<file path="config.mk">
export PLATFORM = sky130hd
export DESIGN_NAME = vga_frame_scanner
export DESIGN_NICKNAME = d
export VERILOG_FILES = /design/src/rtl/vga_frame_scanner.sv
export SDC_FILE = /design/constraint.sdc
export NUM_CORES = 1
export LEC_CHECK = 0
export BUFFER_PORTS_ARGS = -buffer_cell sky130_fd_sc_hd__clkbuf_2
export CAP_MARGIN = 10
export CORE_MARGIN = 2
export CORE_UTILIZATION = 45
export CTS_CLUSTER_DIAMETER = 100
export DETAILED_ROUTE_END_ITERATION = 8
export PLACE_DENSITY_LB_ADDON = 0.15
export SLEW_MARGIN = 15
export SYNTH_ARGS = -nofsm -noshare
export SYNTH_HDL_FRONTEND = slang
export SYNTH_SLANG_ARGS = --single-unit
</file>
<file path="constraint.sdc">
create_clock -name vga_clk -period 2.9 [get_ports vga_clk]
set_input_delay 0.145 -clock vga_clk [delete_from_list [all_inputs] [get_ports vga_clk]]
set_output_delay 0.145 -clock vga_clk [all_outputs]
set_load 0.01 [all_outputs]
</file>
<file path="src/rtl/vga_frame_scanner.sv">
// vga_frame_scanner: VGA timing plus window-gated port-B reads, with sync/blank delayed to match RAM latency.
module vga_frame_scanner #(
  parameter int H_ACTIVE = 640,
  parameter int H_FP     = 16,
  parameter int H_SYNC   = 96,
  parameter int H_BP     = 48,
  parameter int V_ACTIVE = 480,
  parameter int V_FP     = 10,
  parameter int V_SYNC   = 2,
  parameter int V_BP     = 33,
  parameter int X_OFF    = 192,
  parameter int Y_OFF    = 112,
  parameter int WIN_W    = 256,
  parameter int WIN_H    = 256,
  parameter int RD_LAT   = 1
) (
  input  logic        vga_clk,
  input  logic        reset,
  input  logic        enable,
  output logic [15:0] ram_addr,
  output logic        ram_rden,
  input  logic [7:0]  ram_q,
  output logic [7:0]  pixel,
  output logic        hsync,
  output logic        vsync,
  output logic        blank_n,
  output logic        busy,
  output logic        frame_done
);
  localparam logic [15:0] HA  = 16'(H_ACTIVE);
  localparam logic [15:0] HSS = 16'(H_ACTIVE + H_FP);
  localparam logic [15:0] HSE = 16'(H_ACTIVE + H_FP + H_SYNC);
  localparam logic [15:0] HL  = 16'(H_ACTIVE + H_FP + H_SYNC + H_BP - 1);
  localparam logic [15:0] VA  = 16'(V_ACTIVE);
  localparam logic [15:0] VSS = 16'(V_ACTIVE + V_FP);
  localparam logic [15:0] VSE = 16'(V_ACTIVE + V_FP + V_SYNC);
  localparam logic [15:0] VL  = 16'(V_ACTIVE + V_FP + V_SYNC + V_BP - 1);
  localparam logic [15:0] X0  = 16'(X_OFF);
  localparam logic [15:0] X1  = 16'(X_OFF + WIN_W - 1);
  localparam logic [15:0] Y0  = 16'(Y_OFF);
  localparam logic [15:0] Y1  = 16'(Y_OFF + WIN_H - 1);
  typedef enum logic [1:0] {IDLE, ARM, SCAN} state_t;
  state_t state, state_nx;
  logic [15:0] hcnt, vcnt, held, addr_win;
  logic [7:0] col, row;
  logic fb, in_win, last;
  logic [3:0] raw;
  logic [3:0] dly [RD_LAT];
  assign fb = hcnt == HL && vcnt == VL;
  assign in_win = hcnt >= X0 && hcnt <= X1 && vcnt >= Y0 && vcnt <= Y1;
  assign last = hcnt == X1 && vcnt == Y1;
  assign col = 8'(hcnt - X0);
  assign row = 8'(vcnt - Y0);
  assign addr_win = {row, col};
  always_ff @(posedge vga_clk) begin
    if (reset) begin
      hcnt <= '0;
      vcnt <= '0;
    end else begin
      hcnt <= hcnt == HL ? '0 : hcnt + 16'd1;
      if (hcnt == HL) vcnt <= vcnt == VL ? '0 : vcnt + 16'd1;
    end
  end
  always_ff @(posedge vga_clk) begin
    state <= reset ? IDLE : state_nx;
    frame_done <= !reset && state == SCAN && fb;
  end
  // enable only matters at the frame boundary once armed, so frames are never cut short
  always_comb begin
    state_nx = state == IDLE ? (enable ? ARM : IDLE) : fb ? (enable ? SCAN : IDLE) : state;
  end
  always_comb begin
    busy = state == SCAN;
    ram_rden = busy && in_win;
    ram_addr = !busy ? 16'd0 : in_win ? addr_win : held;
  end
  // held address restarts at zero once the final window pixel has been read
  always_ff @(posedge vga_clk) begin
    held <= (reset || !busy || last) ? 16'd0 : in_win ? addr_win : held;
  end
  assign raw = {!(hcnt >= HSS && hcnt < HSE), !(vcnt >= VSS && vcnt < VSE), hcnt < HA && vcnt < VA, ram_rden};
  always_ff @(posedge vga_clk) begin
    if (reset) begin
      for (int i = 0; i < RD_LAT; i++) dly[i] <= 4'b1100;
    end else begin
      dly[0] <= raw;
      for (int i = 1; i < RD_LAT; i++) dly[i] <= dly[i-1];
    end
  end
  assign hsync = dly[RD_LAT-1][3];
  assign vsync = dly[RD_LAT-1][2];
  assign blank_n = dly[RD_LAT-1][1];
  assign pixel = dly[RD_LAT-1][0] ? ram_q : 8'd0;
endmodule
</file>
==> metrics.cfg, run 1 <==
[outcome]
status=complete, no violations

[worst_setup_path]
worstSetupPathDepth=8
path_cells=ha_1 -> nand3_1 -> o311ai_0 -> nand4_2 -> buf_4 -> mux2i_1 -> nor2_1 -> clkbuf_2
crit_slowest_cell=o311ai_0
path_buf_inv=2
end_kind=primary output
crit_start=vcnt[0]
cp_slowest_stage_delay_ns=0.51
critPathKind=flip-flop to primary output
r2r_end=vcnt[15]
r2r_start=hcnt[12]
r2r_cells=5
cp_max_fo=9
cp.required_ns=2.76
endpoint=ram_addr[11]
r2r_slack_ns=0.53
path_delay_family=compound AO/OA/AOI/OAI gates
arrival_ns=2.49
cp-start-kind=flip-flop

[yosys]
synth_flop_cell=dfxtp_1
ys_seq_area_share_pct=40.0
async_flop_share_pct=0
postSynthAreaPerCell_um2=8.20
synthCells=336
syn-cell-area_mm2=0.00276
ys_types=44
ys_ff_latch=55
synth_nets=357
synth-edff-count=0
yosys_warnings=0

[die]
die_w_um=82.2
die_area_mm2=0.00676
die_y_um=82.2
ios=41
initial_core_util_pct=46.5
coreArea_mm2=0.00592
fp-row-count=28

[cts]
cts_buffers=5
tritoncts=built
cts_sinks=55
clkTransAtPathRegs_ns=0.10
ctsHoldBuffers=0
worst_skew_pair.late_latency_ns=0.31
clockRootBuffer=clkbuf_8
clk_path_buf_depth=2
htreeDepth=2

[drt]
dr.pass1.iters=4
avgRoutedWirePerCell_um=13.6
routed_wl_um=6170
drtAntennaViolNets=0
drc=0
via_count=2406
detail_route.vias_per_cell=5.31
first_iter_violations=152

[hold_path]
min-delay-start=enable
hp-class=input pin to flip-flop

[layout]
fin_cells=453
syn2layout_area_growth_pct=14.1
drive_gt1_share_pct=16.7
diodes=0
multi_input_area_mm2=0.00155
final_nets=398
seqCellArea_mm2=0.00110
design_area_mm2=0.00314
nFillCells=573

[sta]
tightest_slew_ns=0.621
report.final.setup_viol=0
fmax_mhz=379
whs_ns=0.0987
rsz0062_at_grt=no
timing.setup.tns_ns=0
min_period_ns=2.64
slew-limit-headroom_pct=58.6
hold_violations=0
fin_worst_skew_ns=0.00823
drv_slew=0
fin_crit_sh_pct=90.9

[global_routing]
grt_pass1_wl_um=10500
gr-total-overflow=0
grt_pass1_vias=2186
antenna_found_initial=0
grt_usage_pct=19.7
grt_max_degree=22

[pwr]
ir_drop_uv=232
leakage_nw=1.28
power_density_mw_per_mm2=386

[place]
portBuffers=40
gp_congestion=0.807
placedCellCount=445
dp.final_hpwl_um=4630
dpl_cell_area_mm2=0.00305

[run]
maxCapViolations=0

## worst reg2reg max path, cell delays in order, from the launching register on
cell and delay, ns:
dfxtp_1 0.35, or4_4 0.55, or3_1 0.48, or3_4 0.45, or3_1 0.35, a21oi_1 0.14
## state kept, by name, indices dropped and copies added, names as in the netlist
name / flops
frame_done: 1
hcnt: 16
held: 16
state: 2
dly: 4
vcnt: 16
## routing by layer
| metal | wire length [um] | part of all wire, % | global-route usage (%) | vias to the layer above |
|---|---|---|---|---|
| met5 | 0 | 0 | 0 | - |
| met3 | 367 | 6.0 | 3.48 | 9 |
| met1 | 3120 | 51 | 27.4 | 1094 |
| li1 | - | - | - | 1231 |
| met2 | 2610 | 42 | 31.2 | 72 |
| met4 | 75 | 1.2 | 5.50 | 0 |
## logic make-up (layout without fill, tap and decap cells)
group	count (synthesis)	after routing	share of synthesized area, %
buffers and inverters	29	71	4.04
XOR/XNOR	21	21	6.68
AO/OA/AOI/OAI	35	35	7.49
AND/OR/NAND/NOR	170	170	31.5
adder cells (fa/ha/maj)	10	10	4.54
flip-flops	55	55	40.0
multiplexers	16	16	5.81
## how the worst min path moves through the flow
stage | endpoint | slack (ns) | cells after the start
2_1_floorplan | state[0] | 0.29 | 2
3_3_place_gp | state[0] | 0.42 | 3
3_5_place_dp | state[0] | 0.43 | 3
4_1_cts | state[0] | 0.10 | 3
5_1_grt | state[0] | 0.13 | 3
6_report | state[0] | 0.1 | 3
## layout make-up
| cell class | instances | area share [%] |
|---|---|---|
| clock buffer | 5 | 2.19 |
| clock inverter | 3 | 0.478 |
| multi-input combinational | 252 | 49.3 |
| timing repair buffer | 48 | 8.28 |
| tap | 75 | 2.98 |
| inverter | 15 | 1.79 |
| sequential | 55 | 35.0 |
## placed cells by master (no fill, tap or decap), drive strengths merged, types with 5 or more instances in the layout
| cell | count |
|---|---|
| nand3 | 16 |
| inv | 15 |
| or3 | 9 |
| dfxtp | 55 |
| clkbuf | 45 |
| nor4 | 7 |
| nor2 | 70 |
| o21ai | 11 |
| and2 | 9 |
| buf | 8 |
| ha | 10 |
| nor3 | 11 |
| xnor2 | 12 |
| a21oi | 13 |
| xor2 | 9 |
| and3 | 5 |
| nand2 | 16 |
| mux2i | 16 |
| nand4 | 6 |
## where the power goes
group / switching, mW / internal [mW] / total (mW)
Clock: 0.251 / 0.166 / 0.417
Combinational: 0.0171 / 0.0120 / 0.0291
Sequential: 0.00671 / 0.760 / 0.767
## cells in the mapped netlist (2+ instances only)
cell type | count | area [um2]
and2_1 | 9 | 56.3
nand3b_1 | 3 | 22.5
o2111ai_1 | 2 | 17.5
clkbuf_1 | 11 | 41.3
ha_1 | 10 | 125
nor2_1 | 70 | 263
inv_1 | 15 | 56.3
xnor2_1 | 12 | 105
nor3_1 | 11 | 55.1
nand4_1 | 5 | 31.3
and4_1 | 3 | 26.3
a21oi_1 | 13 | 65.1
and3_1 | 5 | 31.3
or3_1 | 8 | 50.1
nand3_1 | 16 | 80.1
xor2_1 | 9 | 78.8
dfxtp_1 | 55 | 1100
nand2_1 | 16 | 60.1
nor4_1 | 7 | 43.8
o21ai_0 | 11 | 55.1
nand4b_1 | 3 | 26.3
nand2b_1 | 3 | 18.8
mux2i_1 | 16 | 160
a31oi_1 | 3 | 18.8
## per-stage QoR
step	setup WS, ns	utilization (%)	total power [mW]
after global placement	0.545	51.6	0.813
final	0.265	53.1	1.21
after global routing	0.00177	53.1	1.25
after CTS	0.210	53.0	1.22
after detailed placement	0.553	51.6	0.814
after floorplan	0.541	-	0.802
## what timing repair did
item,CTS,global route
gates resized for setup,0,1
setup buffers,0,0
endpoints found under the setup margin,0,5
No activity file was read; power rests on OpenSTA's default activity.
==> run 2: changes to the inputs <==
==> constraint.sdc (replaced) <==
create_clock -name vga_clk -period 2.8 [get_ports vga_clk]
set_input_delay 0.14 -clock vga_clk [delete_from_list [all_inputs] [get_ports vga_clk]]
set_output_delay 0.14 -clock vga_clk [all_outputs]
set_load 0.01 [all_outputs]
==> metrics.cfg, run 2 (synthesized netlist as in run 1, its figures left out) <==
[layout]
nFillCells=575  ; +0.35%
drive_gt1_share_pct=17.4  ; +0.70 points
reg_top3=hcnt: 16 flops, held: 16 flops, vcnt: 16 flops
diodes=0  ; unchanged
design_area_mm2=0.00322  ; +2.3%
layout_commonest_cell=nor2_1
final_nets=400  ; +0.50%
syn2layout_area_growth_pct=16.8
final_cell_mix=nor2_1 (70), dfxtp_1 (55), clkbuf_2 (40)

[sta]
fmax_mhz=395
hold_violations=0  ; unchanged
fin_worst_skew_ns=0.00850  ; +0.000266 ns
whs_ns=0.0852  ; -0.0134 ns
tightest_slew_ns=0.613  ; -0.00780 ns
timing.setup.tns_ns=0  ; unchanged
slew-limit-headroom_pct=59.1  ; +0.52 points
drv_slew=0  ; unchanged
min_period_ns=2.53
report.final.setup_viol=0  ; unchanged
rsz0062_at_grt=no
fin_crit_sh_pct=90.3

[worst_setup_path]
crit_slowest_cell=o311ai_1
cp.required_ns=2.66  ; -0.10 ns
end_kind=primary output
cp_slowest_stage_delay_ns=0.44  ; -0.07 ns
cp_max_fo=9  ; unchanged
critPathKind=flip-flop to primary output
path_cells=ha_1 -> nand3_1 -> o311ai_1 -> nand4_2 -> buf_4 -> mux2i_1 -> nor2_1 -> clkbuf_2
r2r_slack_ns=0.43  ; -0.10 ns
arrival_ns=2.39  ; -0.10 ns
cp-start-kind=flip-flop

[global_routing]
grt_pass1_vias=2216  ; +1.4%
grt_pass1_wl_um=10400  ; -1.1%
grt_usage_pct=19.9  ; +0.22 points
gr-total-overflow=0  ; unchanged
grt_max_degree=22  ; unchanged
antenna_found_initial=0  ; unchanged

[drt]
drc=0  ; unchanged
met2_wirelength_um=2700  ; +3.7%
wl_met1_um=3020  ; -3.1%
via_count=2408  ; +0.083%
top_layer=met4
dr.pass1.iters=4  ; unchanged
first_iter_violations=143  ; -5.9%
wl_met3_um=358  ; -2.5%
detail_route.vias_per_cell=5.29  ; -0.36%
avgRoutedWirePerCell_um=13.6  ; -0.17%
drtAntennaViolNets=0  ; unchanged
routed_wl_um=6180  ; +0.28%

[pwr]
ir_drop_uv=223  ; -3.9%
leakage_nw=1.31  ; +2.1%
power_mw=1.44  ; +19%
power_density_mw_per_mm2=448  ; +16%

[cts]
clkTransAtPathRegs_ns=0.10  ; about the same
cts_sinks=55  ; unchanged
clockRootBuffer=clkbuf_8
tritoncts=built
clk_path_buf_depth=2  ; unchanged
cts_buffers=5  ; unchanged
worst_skew_pair.late_latency_ns=0.31  ; about the same
post_cts_buffers=0  ; unchanged
htreeDepth=2  ; unchanged

[place]
dpl_cell_area_mm2=0.00307  ; +0.49%
portBuffers=40  ; unchanged
dp.final_hpwl_um=4650  ; +0.27%
gp_congestion=0.851  ; +5.4%

[die]
fp-row-count=28  ; unchanged
die_y_um=82.2  ; unchanged
ios=41  ; unchanged
die_area_mm2=0.00676  ; unchanged
coreArea_mm2=0.00592  ; unchanged
initial_core_util_pct=46.5  ; unchanged
die_w_um=82.2  ; unchanged

[hold_path]
hp-class=input pin to flip-flop

[outcome]
status=complete, no violations

[run]
maxCapViolations=0  ; unchanged

==> run 2: final cells by class <==
type | count | area [um2] | area share (%)
Multi-Input combinational cell | 252 | 1550 | 48.3
Inverter | 15 | 56.3 | 1.75
Sequential cell | 55 | 1100 | 34.2
Timing Repair Buffer | 50 | 275 | 8.56
Clock inverter | 3 | 67.6 | 2.10
Tap cell | 75 | 93.8 | 2.92
Clock buffer | 5 | 68.8 | 2.14
==> run 2: stage by stage <==
stage | cells | utilization [%] | setup slack (ns)
after floorplan | 336 | - | 0.446
after detailed placement | 447 | 51.8 | 0.443
after global placement | 447 | 51.8 | 0.470
after CTS | 455 | 54.1 | 0.119
after global routing | 455 | 54.3 | 0.0826
final | 455 | 54.3 | 0.271
==> run 2: metal layers <==
layer  global-route usage [%]  vias to the layer above
met5                        0                        -
met4                     6.17                        0
met3                     3.59                       11
met2                     31.1                       76
met1                     27.7                     1084
li1                         -                     1237
==> run 2: timing repair <==
action | in CTS | in global routing
resized for setup | 0 | 3
endpoints found under the setup margin | 0 | 16
hold buffers | 0 | 0
==> run 2: final timing paths <==
path         startpoint           to  cells after the start
max             vcnt[1]  ram_addr[9]                      8
min              enable     state[0]                      3
max reg2reg    hcnt[12]     vcnt[15]                      5
min reg2reg    vcnt[15]     vcnt[15]                      2
==> run 2: report_power, final <==
| part | internal, mW | switching (mW) | total, mW |
|---|---|---|---|
| Sequential | 0.787 | 0.00675 | 0.794 |
| Combinational | 0.0126 | 0.0178 | 0.0304 |
| Clock | 0.356 | 0.261 | 0.617 |
| Total | 1.16 | 0.285 | 1.44 |
==> run 2: critical path, delay by kind of cell (launching register included) <==
kind | cells | cell delay, ns
DFF | 1 | 0.43
muxes | 1 | 0.21
and+or+nand+nor | 3 | 0.38
adders and majority gates | 1 | 0.24
AOI/OAI and AO/OA | 1 | 0.44
buffers and inverters | 2 | 0.36
==> run 3: changes to the inputs <==
--- a/config.mk
+++ b/config.mk
@@ -5,6 +5,7 @@
 export SDC_FILE = /design/constraint.sdc
 export NUM_CORES = 1
 export LEC_CHECK = 0
+export ABC_AREA = 1
 export BUFFER_PORTS_ARGS = -buffer_cell sky130_fd_sc_hd__clkbuf_2
 export CAP_MARGIN = 10
 export CORE_MARGIN = 2
==> metrics.cfg, run 3 <==
[outcome]
status=complete, no violations

[global_routing]
gr-total-overflow=0  ; unchanged
grt_usage_pct=20.4  ; +0.52 points
grt_pass1_vias=2915  ; +32%
grt_pass1_wl_um=13800  ; +34%
grt_max_degree=19  ; -14%
antenna_found_initial=0  ; unchanged

[die]
coreArea_mm2=0.00725  ; +23%
fp-row-count=31  ; +11%
die_area_mm2=0.00823  ; +22%
die_y_um=90.7  ; +10%
initial_core_util_pct=46.7  ; +0.15 points
die_w_um=90.7  ; +10%
ios=41  ; unchanged

[worst_setup_path]
r2r_slack_ns=0.79  ; +0.36 ns
critPathKind=flip-flop to primary output
cp.required_ns=2.66  ; about the same
end_kind=primary output
cp-start-kind=flip-flop
cp_max_fo=18  ; +9
critPathMostFrequentCell=nand2_1
arrival_ns=2.37  ; -0.02 ns
path_cells=inv_1 -> ha_1 -> nand2_1 -> nor2_2 -> nand3_4 -> nand2_4 -> nand3_4 -> nand2_1 -> nand2_1 -> nor2_1 -> clkbuf_2
cp_slowest_stage_delay_ns=0.39  ; -0.05 ns
crit_slowest_cell=dfxtp_1

[layout]
multi_input_area_mm2=0.00189  ; +22%
syn2layout_area_growth_pct=10.3
drive_gt1_share_pct=18.8  ; +1.4 points
final_nets=557  ; +39%
seqCellArea_mm2=0.00110  ; unchanged
diodes=0  ; unchanged
final_cell_mix=nand2_1 (91), nor2_1 (82), inv_1 (74), dfxtp_1 (55)
nFillCells=782  ; +36%
layout_commonest_cell=nand2_1
reg_top3=hcnt: 16 flops, held: 16 flops, vcnt: 16 flops

[drt]
detail_route.vias_per_cell=4.94  ; -6.6%
drc=0  ; unchanged
dr.pass1.iters=4  ; unchanged
via_count=3145  ; +31%
drtAntennaViolNets=0  ; unchanged
routed_wl_um=8030  ; +30%
avgRoutedWirePerCell_um=12.6  ; -7.1%
first_iter_violations=192  ; +34%

[yosys]
async_flop_share_pct=0  ; unchanged
synth_commonest_cells=nand2_1 (91), nor2_1 (82), inv_1 (74)
yosysTopAreaCell=dfxtp_1
synth-edff-count=0  ; unchanged
ys_types=37  ; -16%
yosys_warnings=0  ; unchanged
yosysTopAreaCellShare_pct=32.5  ; -7.4 points
postSynthAreaPerCell_um2=6.79  ; -17%
ys_top_cells_by_area=dfxtp_1 (33%), nand2_1 (10%), nor2_1 (9.1%)
synthCells=499  ; +49%
syn-cell-area_mm2=0.00339  ; +23%
synth_nets=520  ; +46%
synth_flop_cell=dfxtp_1
ys_ff_latch=55  ; unchanged
ys_seq_area_share_pct=32.5  ; -7.4 points
synth.most_common_cell=nand2_1

[sta]
tightest_slew_ns=0.670  ; +0.0566 ns
min_period_ns=2.51  ; -0.0211 ns
report.final.setup_viol=0  ; unchanged
rsz0062_at_grt=no
drv_slew=0  ; unchanged
whs_ns=0.0640  ; -0.0212 ns
hold_violations=0  ; unchanged
timing.setup.tns_ns=0  ; unchanged
fin_crit_sh_pct=89.6  ; -0.75 points
slew-limit-headroom_pct=55.3  ; -3.8 points
fin_worst_skew_ns=0.00829  ; -0.000205 ns
fmax_mhz=399  ; +0.84%

[cts]
tritoncts=built
cts_buffers=5  ; unchanged
clockRootBuffer=clkbuf_8
postCtsResizedCells=0  ; unchanged
ctsHoldBuffers=0  ; unchanged
cts_sinks=55  ; unchanged
htreeDepth=2  ; unchanged
post_cts_buffers=0  ; unchanged
clk_path_buf_depth=2  ; unchanged
clkTransAtPathRegs_ns=0.11  ; about the same
worst_skew_pair.late_latency_ns=0.31  ; about the same

[pwr]
ir_drop_uv=183  ; -18%
power_density_mw_per_mm2=345  ; -23%
leakage_nw=1.58  ; +20%

[hold_path]
hp-class=input pin to flip-flop

[place]
dp.final_hpwl_um=6250  ; +34%
gp_congestion=0.926  ; +8.9%
portBuffers=40  ; unchanged

[run]
maxCapViolations=0  ; unchanged

[run 3: routing by layer]
metal | global-route usage (%) | vias to the layer above | part of all wire (%)
met2 | 32.0 | 72 | 44
met4 | 6.28 | 0 | 1.3
met3 | 3.76 | 7 | 4.8
met5 | 0 | - | 0
met1 | 28.4 | 1420 | 50
li1 | - | 1646 | -
[run 3: cell type report]
| class | instances | share of cell area [%] |
|---|---|---|
| Multi-Input combinational cell | 349 | 50.7 |
| Timing Repair Buffer | 42 | 5.76 |
| Tap cell | 99 | 3.32 |
| Inverter | 83 | 8.34 |
| Clock inverter | 3 | 0.603 |
| Clock buffer | 5 | 1.84 |
| Sequential cell | 55 | 29.5 |
[run 3: cells by family after synthesis]
group,Yosys count,synth area share [%]
xor gates and xnor gates,6,1.55
and+or+nand+nor,299,44.8
adders and majority gates,10,3.70
DFF,55,32.5
buffers and inverters,95,11.6
AOI/OAI and AO/OA,34,5.84
[run 3: critical path, delay by kind of cell, from the launching register on]
family	cells	cell delay [ns]
adders and majority gates	1	0.18
and+or+nand+nor	8	1.19
buffers and inverters	2	0.30
DFF	1	0.39
[run 3: worst paths after layout]
kind	start	to	cells after the start
setup / recovery	hcnt[6]	ram_addr[5]	11
hold / removal	enable	state[0]	3
setup reg to reg	hcnt[7]	vcnt[5]	10
hold reg to reg	hcnt[0]	hcnt[0]	1
[run 3: through the flow]
stage | area [um2] | util (%) | total power, mW | setup slack [ns] | std cells
global placement | 3640 | 50.3 | 0.845 | 0.636 | 628
finish | 3740 | 51.5 | 1.29 | 0.292 | 636
detailed placement | 3640 | 50.3 | 0.845 | 0.637 | 628
global route | 3740 | 51.5 | 1.34 | 0.0664 | 636
floorplan | 3390 | - | 0.830 | 1.04 | 499
CTS | 3740 | 51.5 | 1.30 | 0.278 | 636
[run 3: where the power goes]
group / switching (mW) / total, mW / internal [mW]
sequential: 0.00512 / 0.793 / 0.788
clock: 0.280 / 0.460 / 0.180
combinational: 0.0219 / 0.0343 / 0.0124
total: 0.307 / 1.29 / 0.980
